**src/rtl/move_log_unscrambler.sv**
```systemverilog
// rtl/move_log_unscrambler.sv - LIFO move log that replays logged grid moves newest-first with add_n inverted; optional MOVE_LOG_UNDO_ONE_EN adds single-step undo_one
module move_log_unscrambler #(
    parameter int DEPTH    = 64,
    parameter int ADDR_W   = 6,
    parameter int PACE_DIV = 16
) (
    input  logic              clk,
    input  logic              reset,
    input  logic              move_valid,
    input  logic              move_nrow,
    input  logic [3:0]        move_sel,
    input  logic              move_addn,
    input  logic              undo_start,
    input  logic              undo_abort,
`ifdef MOVE_LOG_UNDO_ONE_EN
    input  logic              undo_one,
`endif
    output logic              replay_fire,
    output logic              replay_nrow,
    output logic [3:0]        replay_sel,
    output logic              replay_addn,
    output logic              busy,
    output logic [ADDR_W:0]   depth,
    output logic              overflow
);

    localparam int                CNT_W    = $clog2(PACE_DIV);
    localparam logic [ADDR_W:0]   DEPTH_V  = (ADDR_W + 1)'(DEPTH);
    localparam logic [CNT_W-1:0]  PACE_LD  = CNT_W'(PACE_DIV - 2);
    localparam logic [CNT_W-1:0]  PACE_END = CNT_W'(1);

    typedef enum logic [1:0] {
        S_IDLE,
        S_READ,
        S_FIRE,
        S_WAIT
    } state_t;

    state_t             state;
    state_t             state_nx;

    // Entry layout: {nrow, addn, index[1:0]}
    logic [3:0]         log_mem [DEPTH];
    logic [ADDR_W-1:0]  wptr;
    logic [ADDR_W-1:0]  rptr;
    logic [3:0]         rd_entry;
    logic [CNT_W-1:0]   pace_cnt;
    logic               one_shot;

    logic               sel_ok;
    logic [1:0]         sel_idx;
    logic               push_ok;
    logic               has_entries;
    logic               start_all;
    logic               start_one;

    // Encode the one-hot line select; anything else is not a loggable move
    always_comb begin
        sel_ok  = 1'b1;
        sel_idx = 2'd0;
        case (move_sel)
            4'b0001: sel_idx = 2'd0;
            4'b0010: sel_idx = 2'd1;
            4'b0100: sel_idx = 2'd2;
            4'b1000: sel_idx = 2'd3;
            default: sel_ok  = 1'b0;
        endcase
    end

    // Only moves seen while idle are logged, so replay fires never re-enter the log
    assign push_ok     = (state == S_IDLE) && move_valid && sel_ok;
    // A push in the same cycle as undo_start counts, so the replay includes it
    assign has_entries = (depth != '0) || push_ok;
    assign start_all   = undo_start && !undo_abort && has_entries;
`ifdef MOVE_LOG_UNDO_ONE_EN
    assign start_one   = undo_one && !undo_start && !undo_abort && has_entries;
`else
    assign start_one   = 1'b0;
`endif

    assign rptr        = wptr - 1'b1;
    assign rd_entry    = log_mem[rptr];
    assign replay_fire = (state == S_FIRE);
    assign busy        = (state != S_IDLE);

    // State register
    always_ff @(posedge clk) begin
        if (reset) begin
            state <= S_IDLE;
        end else begin
            state <= state_nx;
        end
    end

    // Next-state logic; abort returns to IDLE from any replay state
    always_comb begin
        state_nx = state;
        case (state)
            S_IDLE: begin
                if (start_all || start_one) begin
                    state_nx = S_READ;
                end
            end
            S_READ: begin
                state_nx = undo_abort ? S_IDLE : S_FIRE;
            end
            S_FIRE: begin
                state_nx = undo_abort ? S_IDLE : S_WAIT;
            end
            S_WAIT: begin
                if (undo_abort) begin
                    state_nx = S_IDLE;
                end else if (pace_cnt == PACE_END) begin
                    // Count steps 1 -> 0 on this edge: pacing interval complete
                    state_nx = ((depth != '0) && !one_shot) ? S_READ : S_IDLE;
                end
            end
            default: state_nx = S_IDLE;
        endcase
    end

    // Log storage write; no reset needed since depth defines what is valid
    always_ff @(posedge clk) begin
        if (!reset && push_ok) begin
            log_mem[wptr] <= {move_nrow, move_addn, sel_idx};
        end
    end

    // Write pointer, fill level and overflow flag; pushes and pops never coincide
    always_ff @(posedge clk) begin
        if (reset) begin
            wptr     <= '0;
            depth    <= '0;
            overflow <= 1'b0;
        end else if (push_ok) begin
            wptr <= wptr + 1'b1;
            if (depth == DEPTH_V) begin
                overflow <= 1'b1;
            end else begin
                depth <= depth + 1'b1;
            end
        end else if (state == S_FIRE) begin
            wptr  <= wptr - 1'b1;
            depth <= depth - 1'b1;
            // Emptying the log through replay puts the grid back at the logged baseline
            if (depth == (ADDR_W + 1)'(1)) begin
                overflow <= 1'b0;
            end
        end
    end

    // Replayed move register: loaded from the log in READ, zero whenever idle
    always_ff @(posedge clk) begin
        if (reset || (state_nx == S_IDLE)) begin
            replay_nrow <= 1'b0;
            replay_sel  <= 4'b0000;
            replay_addn <= 1'b0;
        end else if (state == S_READ) begin
            replay_nrow <= rd_entry[3];
            replay_addn <= ~rd_entry[2];
            replay_sel  <= 4'b0001 << rd_entry[1:0];
        end
    end

    // Pacing counter between fire pulses
    always_ff @(posedge clk) begin
        if (reset) begin
            pace_cnt <= '0;
        end else if (state == S_FIRE) begin
            pace_cnt <= PACE_LD;
        end else if (state == S_WAIT) begin
            pace_cnt <= pace_cnt - 1'b1;
        end
    end

    // Remember whether the current replay is a single-step undo
    always_ff @(posedge clk) begin
        if (reset) begin
            one_shot <= 1'b0;
        end else if (state == S_IDLE) begin
            one_shot <= start_one;
        end
    end

endmodule

```
**config.mk**
```make
export PLATFORM = sky130hd
export DESIGN_NAME = move_log_unscrambler
export DESIGN_NICKNAME = d
export VERILOG_FILES = /design/src/rtl/move_log_unscrambler.sv
export SDC_FILE = /design/constraint.sdc
export NUM_CORES = 1
export LEC_CHECK = 0
export CAP_MARGIN = 30
export CORE_MARGIN = 4
export CORE_UTILIZATION = 60
export DETAILED_ROUTE_END_ITERATION = 12
export GPL_ROUTABILITY_DRIVEN = 0
export GPL_TIMING_DRIVEN = 0
export PLACE_DENSITY = 0.74
export SLEW_MARGIN = 25
export SYNTH_ARGS = -nofsm -noshare
export SYNTH_HDL_FRONTEND = slang
export SYNTH_SLANG_ARGS = --single-unit
```
**constraint.sdc**
```tcl
create_clock -name clk -period 4.4 [get_ports clk]
set_clock_uncertainty 0.2 [all_clocks]
set_input_delay 0.66 -clock clk [delete_from_list [all_inputs] [get_ports clk]]
set_output_delay 0.66 -clock clk [all_outputs]
set_load 0.1 [all_outputs]
```
=== Word-level counts from Yosys, hierarchy flattened ===
Memory sizes are Yosys's and may differ from the RTL's.
Cells that the tools add are included.

* RAM bits: 256
* Output and inout port bits: 16
* Bits of input ports: 11
* Logic and storage cells: 71
* Register bits: 26
* Memories kept: 1

* Eq/ne operators: 12
* Shift-type cells: 1
* Reduce and logical (&&, ||, !) cells: 20
* Bitwise logic cells: 1
* $add $sub $neg: 5
* Mux-type cells: 22

{| class="wikitable"
|+ Memory list
! memory !! words !! width !! rd ports !! clocked after Yosys merged registers in !! wr ports !! RTL line !! source
|-
| log_mem || 64 || 4 || 1 || 0 || 1 || 43 || <nowiki>logic [3:0] log_mem [DEPTH];</nowiki>
|}

{| class="wikitable"
|+ Operators by type and width
! cell !! count
|-
| 7-bit 2-to-1 mux || 3
|-
| 6-bit 2-to-1 mux || 2
|-
| 2-bit 2-to-1 mux || 5
|-
| 4-bit by 1-bit == test with 1-bit output, second input constant || 2
|-
| 1-bit 2-to-1 mux || 8
|-
| 4-bit 2-to-1 mux || 2
|-
| 2-bit case mux with 4 select lines || 1
|-
| 2-bit nonzero test || 4
|-
| 7-bit by 1-bit adder with 7-bit output, second input constant || 1
|-
| 7-bit by 1-bit == test with 1-bit output, second input constant || 1
|-
| 7-bit == test, second input constant || 1
|-
| 7-bit nonzero test || 1
|-
| 7-bit by 1-bit subtractor with 7-bit output, second input constant || 1
|-
| 6-bit by 1-bit adder with 6-bit output, second input constant || 1
|-
| 2-bit case mux with 3 select lines || 1
|-
| 6-bit by 1-bit subtractor with 6-bit output, second input constant || 1
|-
| 1-bit logical AND || 5
|-
| 2-bit == test, second input constant || 2
|-
| 4-bit by 2-bit == test with 1-bit output, second input constant || 1
|-
| 4-bit by 3-bit == test with 1-bit output, second input constant || 1
|-
| 4-bit == test, second input constant || 1
|-
| 2-bit logical NOT || 2
|-
| 4-bit OR reduction || 1
|-
| 1-bit by 2-bit << shifter with 4-bit output, first input constant || 1
|-
| other kinds (10) || 12
|}

=== Depth between registers and ports, before layout ===
* Word-level depth: 10
* Gate-level depth with buffers: 15

=== Worst setup path after synthesis ===
OpenSTA, ideal clock, no wires.

* Path type: input -> register
* Start: in move_sel[1]
* End: mem log_mem[0][0], data pin
* Setup time: 682 ps
* Stages: 2
* Arrival: 3208 ps
* Path buffers: 0
* Required time: 3518 ps
* Setup slack: 309 ps
* Cells stage by stage: xnor2_1 nor3_1

* Cells in the longest elaborated chain, start to end: 2
* Elaborated cells on any way between the ends: 4

{| class="wikitable"
|+ RTL lines
! element !! RTL line !! source
|-
| start, declared || 11 || <nowiki>input logic [3:0] move_sel,</nowiki>
|-
| 4-bit == test (tied with other cells) || 61 || <nowiki>case (move_sel)</nowiki>
|-
| 2-bit case mux with 3 select lines * || 61 ||
|-
| named net sel_idx[0] || 51 || <nowiki>logic [1:0] sel_idx;</nowiki>
|-
| end, declared || 43 ||
|}

The timed path passes the listed nets; every way through them passes the cells marked *.

=== Worst setup path after layout ===
* Start: reg wptr[0]
* End: reg replay_addn

* Cells in the longest elaborated chain, start to end: 3

{| class="wikitable"
|+ RTL lines
! element !! RTL line !! source
|-
| start, declared || 44 || <nowiki>logic [ADDR_W-1:0] wptr;</nowiki>
|-
| start signal, assigned || 136 || <nowiki>wptr <= wptr + 1'b1;</nowiki>
|-
| start signal, assigned || 143 || <nowiki>wptr <= wptr - 1'b1;</nowiki>
|-
| 6-bit by 1-bit subtractor with 6-bit output || 81 || <nowiki>assign rptr = wptr - 1'b1;</nowiki>
|-
| memory 64 x 4 bit || n/a ||
|-
| 1-bit inverter || 160 || <nowiki>replay_addn <= ~rd_entry[2];</nowiki>
|-
| end signal, assigned || 160 ||
|-
| end, declared || 21 || <nowiki>output logic replay_addn,</nowiki>
|}

No other way between the ends.
A chain may end at the register's enable or synchronous reset.

==> tab_implementation.tex <==
\begin{tabular}{lr}
\hline
Metric & Value \\
\hline
\multicolumn{2}{l}{\textbf{Cells and area}} \\
\quad Final std cells w/o fill & 1026 \\
\quad Count of nets after finishing & 765 \\
\quad Share of cells above drive strength 1 & 20.37\% \\
\quad Fill cell count & 1173 \\
\quad Multi-input gate area in the final layout & 0.003257 sq mm \\
\quad Synthesis-to-finish area growth & 13.91\% \\
\quad Register cell area after layout & 0.008208 sq mm \\
\quad Util after Layout & 70.23\% \\
\quad Count of inserted antenna diode cells & 0 \\
\multicolumn{2}{l}{\textbf{Clocking}} \\
\quad Source-to-sink clock delay at the later pin of the worst-skew pair & 0.54 ns \\
\quad CTS tree & built \\
\quad H-tree levels & 1 \\
\quad Clock root cell & sky130\_fd\_sc\_hd\_\_clkbuf\_16 \\
\quad Post-CTS Hold Buffers & 0 \\
\quad Total CTS buffers & 28 \\
\quad Maximum number of buffers from clock root to sink & 3 \\
\quad Num Clock Sinks & 282 \\
\quad Clock slew seen by the registers of the worst setup and hold paths & 0.06 ns \\
\multicolumn{2}{l}{\textbf{Synthesis}} \\
\quad Sequential element share of the synthesized area & 70.47\% \\
\quad Portion of synthesized cell area occupied by the leading cell type & 66.00\% \\
\quad Most numerous cell in the Yosys netlist & sky130\_fd\_sc\_hd\_\_edfxtp\_1 \\
\quad Synthesized netlist net count & 697 \\
\quad Area leader, netlist & sky130\_fd\_sc\_hd\_\_edfxtp\_1 \\
\quad Post-synth EDFFs & 256 \\
\quad Mapped cell area & 0.01165 sq mm \\
\quad Most common flop cell mapped by yosys & sky130\_fd\_sc\_hd\_\_edfxtp\_1 \\
\quad Count of synthesis-stage warnings from yosys & 0 \\
\quad \#FFs+latches synth & 282 \\
\quad Number of distinct library cells after synthesis & 50 \\
\quad Average cell area after synthesis & 17.15 sq um \\
\quad Top cells by count, synth & sky130\_fd\_sc\_hd\_\_edfxtp\_1 (256), sky130\_fd\_sc\_hd\_\_nor2\_1 (88), sky130\_fd\_sc\_hd\_\_mux4\_2 (73), sky130\_fd\_sc\_hd\_\_nand2\_1 (35), sky130\_fd\_sc\_hd\_\_dfxtp\_1 (26) \\
\quad Main area contributors after synthesis & sky130\_fd\_sc\_hd\_\_edfxtp\_1 (66\%), sky130\_fd\_sc\_hd\_\_mux4\_2 (14\%), sky130\_fd\_sc\_hd\_\_dfxtp\_1 (4.5\%) \\
\quad Proportion of register bits with asynchronous set or reset after synthesis & 0\% \\
\quad Number of instances in the synthesized netlist & 679 \\
\multicolumn{2}{l}{\textbf{Global route}} \\
\quad Initial antenna violation count & 0 \\
\quad Wire length of the first global-routing pass & 40950 microns \\
\quad Maximum number of pins on one net before global-route repair & 46 \\
\quad Total gr overflow & 0 \\
\quad Vias in the first global route & 6658 \\
\quad Total global routing track utilization & 25.21\% \\
\multicolumn{2}{l}{\textbf{Route}} \\
\quad Via total after detailed routing & 6686 \\
\quad WL met3 & 2380 microns \\
\quad Detail-routed via count per cell & 6.517 \\
\quad Count of TritonRoute iterations in the first routing pass & 7 \\
\quad Average wire per standard cell & 25.91 microns \\
\quad Total wire length & 26580 microns \\
\quad Routed length on met1 & 10510 microns \\
\quad Met2 Wirelength & 12940 microns \\
\quad DRC & 0 \\
\quad Number of violations reported at the end of detailed-routing iteration 0 & 946 \\
\quad Number of antenna-violating nets in the routed design & 0 \\
\quad Highest metal layer with signal wires & met4 \\
\multicolumn{2}{l}{\textbf{Critical path}} \\
\quad Cell breakdown of the critical path & buf\_2, buf\_6, buf\_4, clkbuf\_4, inv\_1, ha\_1, clkbuf\_2, mux4\_2, mux4\_2, mux4\_2, a211oi\_2 \\
\quad Required time of the critical path & 4.67 ns \\
\quad Reg-to-Reg Start & wptr[0] \\
\quad Critical Path Start Type & flop \\
\quad Cell depth of the worst flop-to-flop path & 11 \\
\quad Arrival time at the worst endpoint & 4.45 ns \\
\quad Highest fanout seen on the critical path & 10 \\
\quad Crit-path slowest cell & sky130\_fd\_sc\_hd\_\_mux4\_2 \\
\quad Reg-to-reg setup timing slack & 0.21 ns \\
\quad Cell type with the highest occurrence count on the critical path & sky130\_fd\_sc\_hd\_\_mux4\_2 \\
\quad Crit-path max cell delay & 0.52 ns \\
\quad Endpoint of the worst register-to-register path & replay\_addn \\
\quad Crit path capture type & flop \\
\quad Setup CP Type & reg2reg \\
\multicolumn{2}{l}{\textbf{Placement}} \\
\quad HPWL after DPL & 17610 microns \\
\quad Instance count after placement with tap cells included & 977 \\
\quad IO buf count & 26 \\
\multicolumn{2}{l}{\textbf{Floorplanning}} \\
\quad Core Region & 0.01889 sq mm \\
\quad Floorplan die area & 0.02171 sq mm \\
\quad Number of ports placed on the die boundary & 27 \\
\quad Chip Width & 147.3 microns \\
\quad Row cnt & 50 \\
\quad Starting density of the core & 61.65\% \\
\quad Chip height & 147.3 microns \\
\multicolumn{2}{l}{\textbf{Hold path}} \\
\quad Hold Crit Depth & 2 \\
\quad Hold WC Path Type & reg2reg \\
\quad Endpoint with the worst hold slack & replay\_sel[2] \\
\quad Hold Path Origin & replay\_sel[2] \\
\multicolumn{2}{l}{\textbf{Timing}} \\
\quad Max-slew violation total from the final report & 0 \\
\quad Time the worst path needs with I/O delays and setup & 4.188 ns \\
\quad Final Hold Viols & 0 \\
\quad Relative slew slack & 34.54\% \\
\quad Transition time at the pin with the least slew margin & 0.9788 ns \\
\quad Final period utilization & 95.19\% \\
\quad Highest attainable clock frequency & 238.8 MHz \\
\quad Final setup violation count & 0 \\
\quad Setup repair after global routing missed its margin & false \\
\multicolumn{2}{l}{\textbf{Power}} \\
\quad Worst vdd rail ir drop & 0.3818 mV \\
\quad Pwr/cell area & 465.1 mW/mm\^{}2 \\
\quad Leakage Power & 0.004191 uW \\
\multicolumn{2}{l}{\textbf{Status}} \\
\quad Outcome & finished clean \\
\multicolumn{2}{l}{\textbf{Job}} \\
\quad Max cap viols & 0 \\
\hline
\end{tabular}
==> repair_timing <==
action | 4_1_cts | 5_1_grt
resized for setup | 24 | 5
setup buffers | 0 | 0
cloned | 0 | 0
endpoints found under the setup margin | 6 | 6
==> cells by family after synthesis <==
logic type,Yosys count,share of synthesized area (%)
xor gates and xnor gates,18,1.418
AOI/OAI and AO/OA,40,2.331
DFF,282,70.47
buffers and inverters,46,1.719
and+or+nand+nor,199,7.992
muxes,87,15.32
adders and majority gates,7,0.7519
==> worst max-delay path: cells and delay by family (launching register included) <==
family                     cells  cell delay (ns)
adders and majority gates      1             0.40
muxes                          3             1.43
DFF                            1             0.34
AOI/OAI and AO/OA              1             0.22
buffers and inverters          6             1.50
==> through the flow <==
step	hold WS, ns	setup TNS [ns]	total power (uW)	cell area [sq um]	setup WS, ns
finish	0.2868	0	6170	13270	0.2117
global route	0.2914	0	6377	13270	0.01307
CTS	0.2831	0	6182	13260	0.02194
detailed placement	0.2722	-13.18	3915	12350	-0.8643
global placement	0.2479	-343.95	3895	12230	-2.664
floorplan	0.2501	0	3624	11650	0.3095
==> sequential cells by signal (all words and copies together) (netlist names) <==
name,cells
log_mem,256
overflow,1
pace_cnt,4
replay_sel,4
replay_nrow,1
wptr,6
depth,7
state,2
replay_addn,1
==> layout make-up <==
| cell class | instances | area share (%) |
|---|---|---|
| well taps | 260 | 2.452 |
| plain buffers | 34 | 1.405 |
| clock buffers | 36 | 5.507 |
| clock inverters | 13 | 1.103 |
| multi-input cells | 351 | 24.55 |
| inverters | 12 | 0.3395 |
| flip-flops and latches | 282 | 61.86 |
| repair buffers | 38 | 2.782 |
==> metal layers <==
| metal | vias to the layer above | global-route usage, % |
|---|---|---|
| met5 | - | 0 |
| met4 | 0 | 7.456 |
| met3 | 51 | 3.948 |
| met2 | 393 | 40.28 |
| met1 | 3412 | 36.90 |
| li1 | 2830 | - |
==> worst max path at each step <==
stage / from / end / slack (ns) / cells past startpoint
2_1_floorplan: move_sel[1] / log_mem[0][0] / 0.31 / 2
5_1_grt: wptr[0] / replay_sel[1] / 0.01 / 15
4_1_cts: wptr[0] / replay_sel[1] / 0.02 / 15
3_3_place_gp: move_sel[1] / log_mem[49][0] / -2.66 / 3
3_5_place_dp: wptr[0] / replay_sel[1] / -0.86 / 15
6_report: wptr[0] / replay_addn / 0.21 / 11
==> cell usage in the layout, fill, tap and decap left out, types with 12 or more instances in the layout <==
cell / count
sky130_fd_sc_hd__clkbuf_16: 28
sky130_fd_sc_hd__edfxtp_1: 256
sky130_fd_sc_hd__mux2i_1: 14
sky130_fd_sc_hd__mux4_2: 73
sky130_fd_sc_hd__nand3_1: 24
sky130_fd_sc_hd__nand2_1: 35
sky130_fd_sc_hd__buf_4: 14
sky130_fd_sc_hd__a21oi_1: 12
sky130_fd_sc_hd__dfxtp_1: 26
sky130_fd_sc_hd__nor2_1: 88
sky130_fd_sc_hd__clkbuf_1: 18
sky130_fd_sc_hd__clkdlybuf4s50_1: 24
sky130_fd_sc_hd__nand4_1: 12
==> power breakdown <==
part,switching [uW],internal [uW],total (uW)
clock network,950,1340,2290
logic,561,364,925
registers,20.0,2930,2950
Power figures use the tool's default switching activity.
